$ cat config.mk
export PLATFORM = sky130hd
export DESIGN_NAME = multitrack_rec_ctrl
export DESIGN_NICKNAME = d
export VERILOG_FILES = /design/src/rtl/multitrack_rec_ctrl.sv
export SDC_FILE = /design/constraint.sdc
export NUM_CORES = 1
export LEC_CHECK = 0
export CORE_MARGIN = 2
export CORE_UTILIZATION = 35
export DETAILED_ROUTE_END_ITERATION = 10
export GPL_TIMING_DRIVEN = 0
export PLACE_DENSITY = 0.61
export SYNTH_ARGS = -nofsm -noshare
export SYNTH_HDL_FRONTEND = slang
export SYNTH_SLANG_ARGS = --single-unit
export TNS_END_PERCENT = 100
$ cat constraint.sdc
create_clock -name i_clk -period 5.78 [get_ports i_clk]
set_input_delay 1.156 -clock i_clk [delete_from_list [all_inputs] [get_ports i_clk]]
set_output_delay 1.156 -clock i_clk [all_outputs]
set_load 0.02 [all_outputs]
$ cat src/rtl/multitrack_rec_ctrl.sv
// Multi-track record/play sequencer: partitions SRAM into NUM_TRACKS slices and tracks each slice's length.
// Optional LOOP_PLAY_EN: at end of track, restart playback instead of returning to idle.
module multitrack_rec_ctrl #(
  parameter int ADDR_W     = 20,
  parameter int NUM_TRACKS = 4,
  parameter int INIT_HOLD  = 2048,
  localparam int TRK_W     = $clog2(NUM_TRACKS)
) (
  input  logic              i_clk,
  input  logic              i_rst_n,
  input  logic              i_key_rec,
  input  logic              i_key_play,
  input  logic              i_key_stop,
  input  logic [TRK_W-1:0]  i_track_sel,
  input  logic              i_init_done,
  input  logic [ADDR_W-1:0] i_rec_addr,
  input  logic [ADDR_W-1:0] i_play_addr,
  output logic              o_init_start,
  output logic              o_rec_start,
  output logic              o_rec_pause,
  output logic              o_rec_stop,
  output logic              o_play_start,
  output logic              o_play_pause,
  output logic              o_play_stop,
  output logic              o_play_en,
  output logic              o_sram_wr,
  output logic [ADDR_W-1:0] o_base_addr,
  output logic [2:0]        o_state
);
  localparam int OFF_W = ADDR_W - TRK_W;
  localparam logic [ADDR_W-1:0] PART_MAX = ADDR_W'((2 ** OFF_W) - 1);
  localparam int CNT_W = $clog2(INIT_HOLD + 1);

  typedef enum logic [2:0] {
    S_INIT       = 3'd0,
    S_IDLE       = 3'd1,
    S_RECD       = 3'd2,
    S_RECD_PAUSE = 3'd3,
    S_PLAY       = 3'd4,
    S_PLAY_PAUSE = 3'd5
  } state_e;

  state_e            state_q;
  logic [TRK_W-1:0]  trk_q;
  logic [ADDR_W-1:0] len_q [NUM_TRACKS];
  logic [CNT_W-1:0]  init_cnt_q;
  logic init_start_q, rec_start_q, rec_pause_q, rec_stop_q;
  logic play_start_q, play_pause_q, play_stop_q, play_en_q, sram_wr_q;
`ifdef LOOP_PLAY_EN
  logic loop_q;
`endif

  logic [ADDR_W-1:0] base, rec_off, play_off, len_d;
  logic              part_full, track_end;

  // Partitions are power-of-two sized, so the base is just the track number in the top bits.
  assign base      = {trk_q, {OFF_W{1'b0}}};
  assign rec_off   = i_rec_addr - base;
  assign play_off  = i_play_addr - base;
  assign part_full = (rec_off >= PART_MAX);
  assign len_d     = part_full ? PART_MAX : rec_off;
  assign track_end = (play_off >= len_q[trk_q]);

  always_ff @(posedge i_clk or negedge i_rst_n) begin
    if (!i_rst_n) begin
      state_q      <= S_INIT;
      trk_q        <= '0;
      init_cnt_q   <= '0;
      init_start_q <= 1'b0;
      rec_start_q  <= 1'b0;
      rec_pause_q  <= 1'b0;
      rec_stop_q   <= 1'b0;
      play_start_q <= 1'b0;
      play_pause_q <= 1'b0;
      play_stop_q  <= 1'b0;
      play_en_q    <= 1'b0;
      sram_wr_q    <= 1'b0;
`ifdef LOOP_PLAY_EN
      loop_q       <= 1'b0;
`endif
      for (int i = 0; i < NUM_TRACKS; i++) len_q[i] <= '0;
    end else begin
      rec_start_q  <= 1'b0;
      rec_pause_q  <= 1'b0;
      rec_stop_q   <= 1'b0;
      play_start_q <= 1'b0;
      play_pause_q <= 1'b0;
      play_stop_q  <= 1'b0;
      sram_wr_q    <= 1'b0;
      // The init hold runs from reset release regardless of when the codec reports done.
      if (init_cnt_q < CNT_W'(INIT_HOLD)) init_cnt_q <= init_cnt_q + CNT_W'(1);
      init_start_q <= (init_cnt_q < CNT_W'(INIT_HOLD));

      case (state_q)
        S_INIT: if (i_init_done) state_q <= S_IDLE;
        S_IDLE: begin
          if (i_key_rec) begin
            state_q     <= S_RECD;
            trk_q       <= i_track_sel;
            rec_start_q <= 1'b1;
            sram_wr_q   <= 1'b1;
          end else if (i_key_play && (len_q[i_track_sel] != '0)) begin
            state_q      <= S_PLAY;
            trk_q        <= i_track_sel;
            play_start_q <= 1'b1;
            play_en_q    <= 1'b1;
          end
        end
        S_RECD: begin
          sram_wr_q <= 1'b1;
          if (i_key_stop || part_full) begin
            state_q      <= S_IDLE;
            rec_stop_q   <= 1'b1;
            sram_wr_q    <= 1'b0;
            len_q[trk_q] <= len_d;
          end else if (i_key_rec) begin
            state_q     <= S_RECD_PAUSE;
            rec_pause_q <= 1'b1;
            sram_wr_q   <= 1'b0;
          end
        end
        S_RECD_PAUSE: begin
          if (i_key_stop) begin
            state_q      <= S_IDLE;
            rec_stop_q   <= 1'b1;
            len_q[trk_q] <= len_d;
          end else if (i_key_rec) begin
            state_q     <= S_RECD;
            rec_start_q <= 1'b1;
            sram_wr_q   <= 1'b1;
          end
        end
        S_PLAY: begin
`ifdef LOOP_PLAY_EN
          // Second cycle of a loop restart: the end condition is not looked at here.
          if (loop_q) begin
            loop_q <= 1'b0;
            if (i_key_stop) begin
              state_q     <= S_IDLE;
              play_stop_q <= 1'b1;
              play_en_q   <= 1'b0;
            end else begin
              play_start_q <= 1'b1;
            end
          end else
`endif
          if (i_key_stop) begin
            state_q     <= S_IDLE;
            play_stop_q <= 1'b1;
            play_en_q   <= 1'b0;
          end else if (track_end) begin
            play_stop_q <= 1'b1;
`ifdef LOOP_PLAY_EN
            loop_q      <= 1'b1;
`else
            state_q     <= S_IDLE;
            play_en_q   <= 1'b0;
`endif
          end else if (i_key_play) begin
            state_q      <= S_PLAY_PAUSE;
            play_pause_q <= 1'b1;
            play_en_q    <= 1'b0;
          end
        end
        S_PLAY_PAUSE: begin
          if (i_key_stop) begin
            state_q     <= S_IDLE;
            play_stop_q <= 1'b1;
            play_en_q   <= 1'b0;
          end else if (i_key_play) begin
            state_q      <= S_PLAY;
            play_start_q <= 1'b1;
            play_en_q    <= 1'b1;
          end
        end
        default: begin
          state_q   <= S_IDLE;
          play_en_q <= 1'b0;
        end
      endcase
    end
  end

  assign o_init_start = init_start_q;
  assign o_rec_start  = rec_start_q;
  assign o_rec_pause  = rec_pause_q;
  assign o_rec_stop   = rec_stop_q;
  assign o_play_start = play_start_q;
  assign o_play_pause = play_pause_q;
  assign o_play_stop  = play_stop_q;
  assign o_play_en    = play_en_q;
  assign o_sram_wr    = sram_wr_q;
  assign o_base_addr  = base;
  assign o_state      = state_q;
endmodule

==> flow_summary.json <==
{
  "status": "complete, no violations",
  "fin_nets": 690,
  "synth-compound-area-share": 0.139,
  "drive_gt1_frac": 0.141,
  "path_max_fanout": 10,
  "post-synth-top-count-cell": "dfrtp_1",
  "r2r_end": "o_state[2]",
  "max-cap-violations": 0,
  "yosysTopAreaCell": "dfrtp_1",
  "syn-instance-count": 528,
  "synthMuxAreaShare": 0.0873,
  "finalCriticalPeriod_ps": 4090,
  "r2r_start": "trk_q[0]",
  "grt_overflow_total": 0,
  "hpwl_mm": 11.9,
  "die_x_um": 131,
  "async_reset_ff_frac": 1.00,
  "insertion_delay_ps": 360,
  "clk_path_buf_depth": 2,
  "synth_top_area_frac": 0.468,
  "synth_seq_area_share": 0.468,
  "ir_drop_v": 0.000212,
  "grt_max_degree": 63,
  "yosys_warnings": 0,
  "hold_buffers": 0,
  "tightest_slew_ps": 783,
  "post-cts-setup-buffer-count": 0,
  "synth_area_leaders": "dfrtp_1 (47%), mux4_2 (8.0%), ha_1 (5.5%)",
  "hold_viol": 0,
  "synth_cell_types": 63,
  "grt_usage": 0.189,
  "cp.required_ps": 6040,
  "portBuffers": 60,
  "synth_common_cells": "dfrtp_1 (106), nand2_1 (55), nor2_1 (33)",
  "htreeDepth": 3,
  "avgSynthCellArea_um2": 10.7,
  "ctsResizeCount": 0,
  "internal_power_mw": 2.06,
  "grt_pass1_wl_mm": 25.3,
  "endpoint_kind": "flop",
  "ant_nets": 0,
  "rows": 46,
  "rsz0062_at_grt": "false",
  "die_h_um": 131,
  "fin_cells": 838,
  "cts_buffers": 9,
  "ff2ff_setup_slack_ps": 1690,
  "r2r_cells": 11,
  "powerDensity_mw_per_mm2": 492,
  "synth-simple-area-share": 0.166,
  "worstHoldPathType": "flop to flop",
  "p_seq_frac": 0.356,
  "floorplan.initialDensity": 0.358,
  "vias": 4474,
  "p_sw_frac": 0.399,
  "antenna_cells": 0,
  "switching_power_mw": 1.37,
  "fmax_mhz": 245,
  "timing.final.crit_share": 0.707,
  "coreArea_mm2": 0.0158,
  "clock-sinks": 106,
  "hold_path_end": "init_cnt_q[5]",
  "die_area_mm2": 0.0172,
  "synth_top_family_by_area": "simple AND/OR/NAND/NOR gates",
  "p_leak_nw": 2.96,
  "wl_per_cell_um": 18.7,
  "finalWeightedCongestion": 0.906,
  "relSlewSlack": 0.474,
  "routed_wl_mm": 15.7,
  "synth_area_mm2": 0.00566,
  "grt_pass1_vias": 4594,
  "tritoncts": "yes",
  "drt_iter0_drc": 284,
  "min_from": "init_cnt_q[5]",
  "critical_path_arrival_ps": 4340,
  "worstSetupStartpointType": "flop",
  "hold_ws_ps": 472,
  "dpl.cell_count": 822,
  "p_comb_frac": 0.440,
  "drc": 0,
  "final_util": 0.440,
  "setup_viol_count_final": 0,
  "ys_seq_elements": 106,
  "root_buffer": "clkbuf_16",
  "antenna_found_initial": 0,
  "area_growth_pct": 23.1,
  "synth_top_flop_cell": "dfrtp_1",
  "ios": 80,
  "critical_path_class": "flop to flop",
  "first_pass_iters": 5,
  "fin_skew_ps": 11.0,
  "synthAdderAreaFrac": 0.0552,
  "synth_edf_count": 0,
  "synth_xor_area_frac": 0.0225,
  "p_clk_frac": 0.204,
  "clk_pin_slew_worst_paths_ps": 80,
  "maxSlewViolCount": 0,
  "vias_per_cell": 5.34,
  "whs_path_depth": 1
}
## power by group through the flow
| stage | registers, mW | logic [mW] | clock network, mW |
|---|---|---|---|
| finish | 1.22 | 1.51 | 0.699 |
| global route | 1.25 | 1.67 | 0.736 |
| CTS | 1.21 | 1.52 | 0.708 |
| detailed placement | 1.22 | 1.51 | 0 |
| global placement | 1.22 | 1.47 | 0 |
| floorplan | 1.16 | 1.06 | 0 |
## through the flow
step	worst slack [ps]	TNS [ps]	cell area (um^2)	total power, mW
after global placement	-298	-30760	6600	2.69
after detailed placement	1540	0	6620	2.73
after global routing	1420	0	6970	3.65
after CTS	1620	0	6970	3.44
after floorplan	2170	0	5730	2.23
final	1690	0	6970	3.43
## placed cells by master (no fill, tap or decap), drive strengths merged, types with 3 or more instances in the layout
cell type	instances
buf	36
mux4	20
nand2	55
inv	32
nand2b	3
and3	4
conb	18
a21oi	25
and2	8
clkdlybuf4s50	59
o211ai	3
o21ai	43
o21a	3
clkbuf	12
nand4	13
nor4	22
mux2	3
clkinv	4
nor2	33
dfrtp	106
o22a	25
nand3	6
xnor2	11
nor2b	5
ha	25
nor3	16
## cell families (layout without fill, tap and decap cells)
family | count (synthesis) | in the layout
AO/OA/AOI/OAI | 115 | 115
buffers and inverters | 68 | 145
adder cells (fa/ha/maj) | 25 | 25
AND/OR/NAND/NOR | 176 | 176
flip-flops | 106 | 106
multiplexers | 24 | 24
XOR/XNOR | 13 | 13
other | 1 | 18
## worst max path at each step
| stage | from | endpoint | slack [ps] | depth (start not counted) |
|---|---|---|---|---|
| 5_1_grt | trk_q[0] | o_state[0] | 1420 | 12 |
| 2_1_floorplan | trk_q[0] | o_state[2] | 2170 | 11 |
| 3_3_place_gp | i_rst_n | len_q[15] | -300 | 1 |
| 4_1_cts | trk_q[0] | o_state[2] | 1620 | 11 |
| 3_5_place_dp | i_play_addr[18] | o_state[0] | 1540 | 13 |
| 6_report | trk_q[0] | o_state[2] | 1690 | 11 |
## sequential cells by signal, summed over array words and instances, names as in the netlist
name          count
o_rec_pause       1
o_sram_wr         1
o_play_start      1
trk_q             2
o_state           3
o_rec_stop        1
o_play_stop       1
o_init_start      1
init_cnt_q       12
o_rec_start       1
len_q            80
o_play_en         1
o_play_pause      1
## worst max-delay path, cell delays in order (launching register included)
cell and delay (ps):
dfrtp_1 460, clkbuf_1 490, buf_2 450, mux4_2 570
ha_1 280, nand2b_4 140, a2111oi_4 320, o21ai_1 210
a31oi_2 260, nand3_2 130, o41a_1 350, o41ai_2 310
## area by class of cell
cell class              instances  area, um^2
plain buffers                  37         231
clock buffers                   9         225
clock inverters                 7         121
fillers                      1512        8860
inverters                      31         116
multi-input cells             371        2730
flip-flops and latches        106        2650
well taps                     216         270
repair buffers                 61         626
## per-layer routing
layer,track usage,wire length [um],share of wire
met1,0.247,6750,0.43
met2,0.308,7600,0.48
met3,0.0478,958,0.061
met4,0.0610,368,0.023
met5,0,0,0
Note: power is estimated with default switching activity, not from simulation.
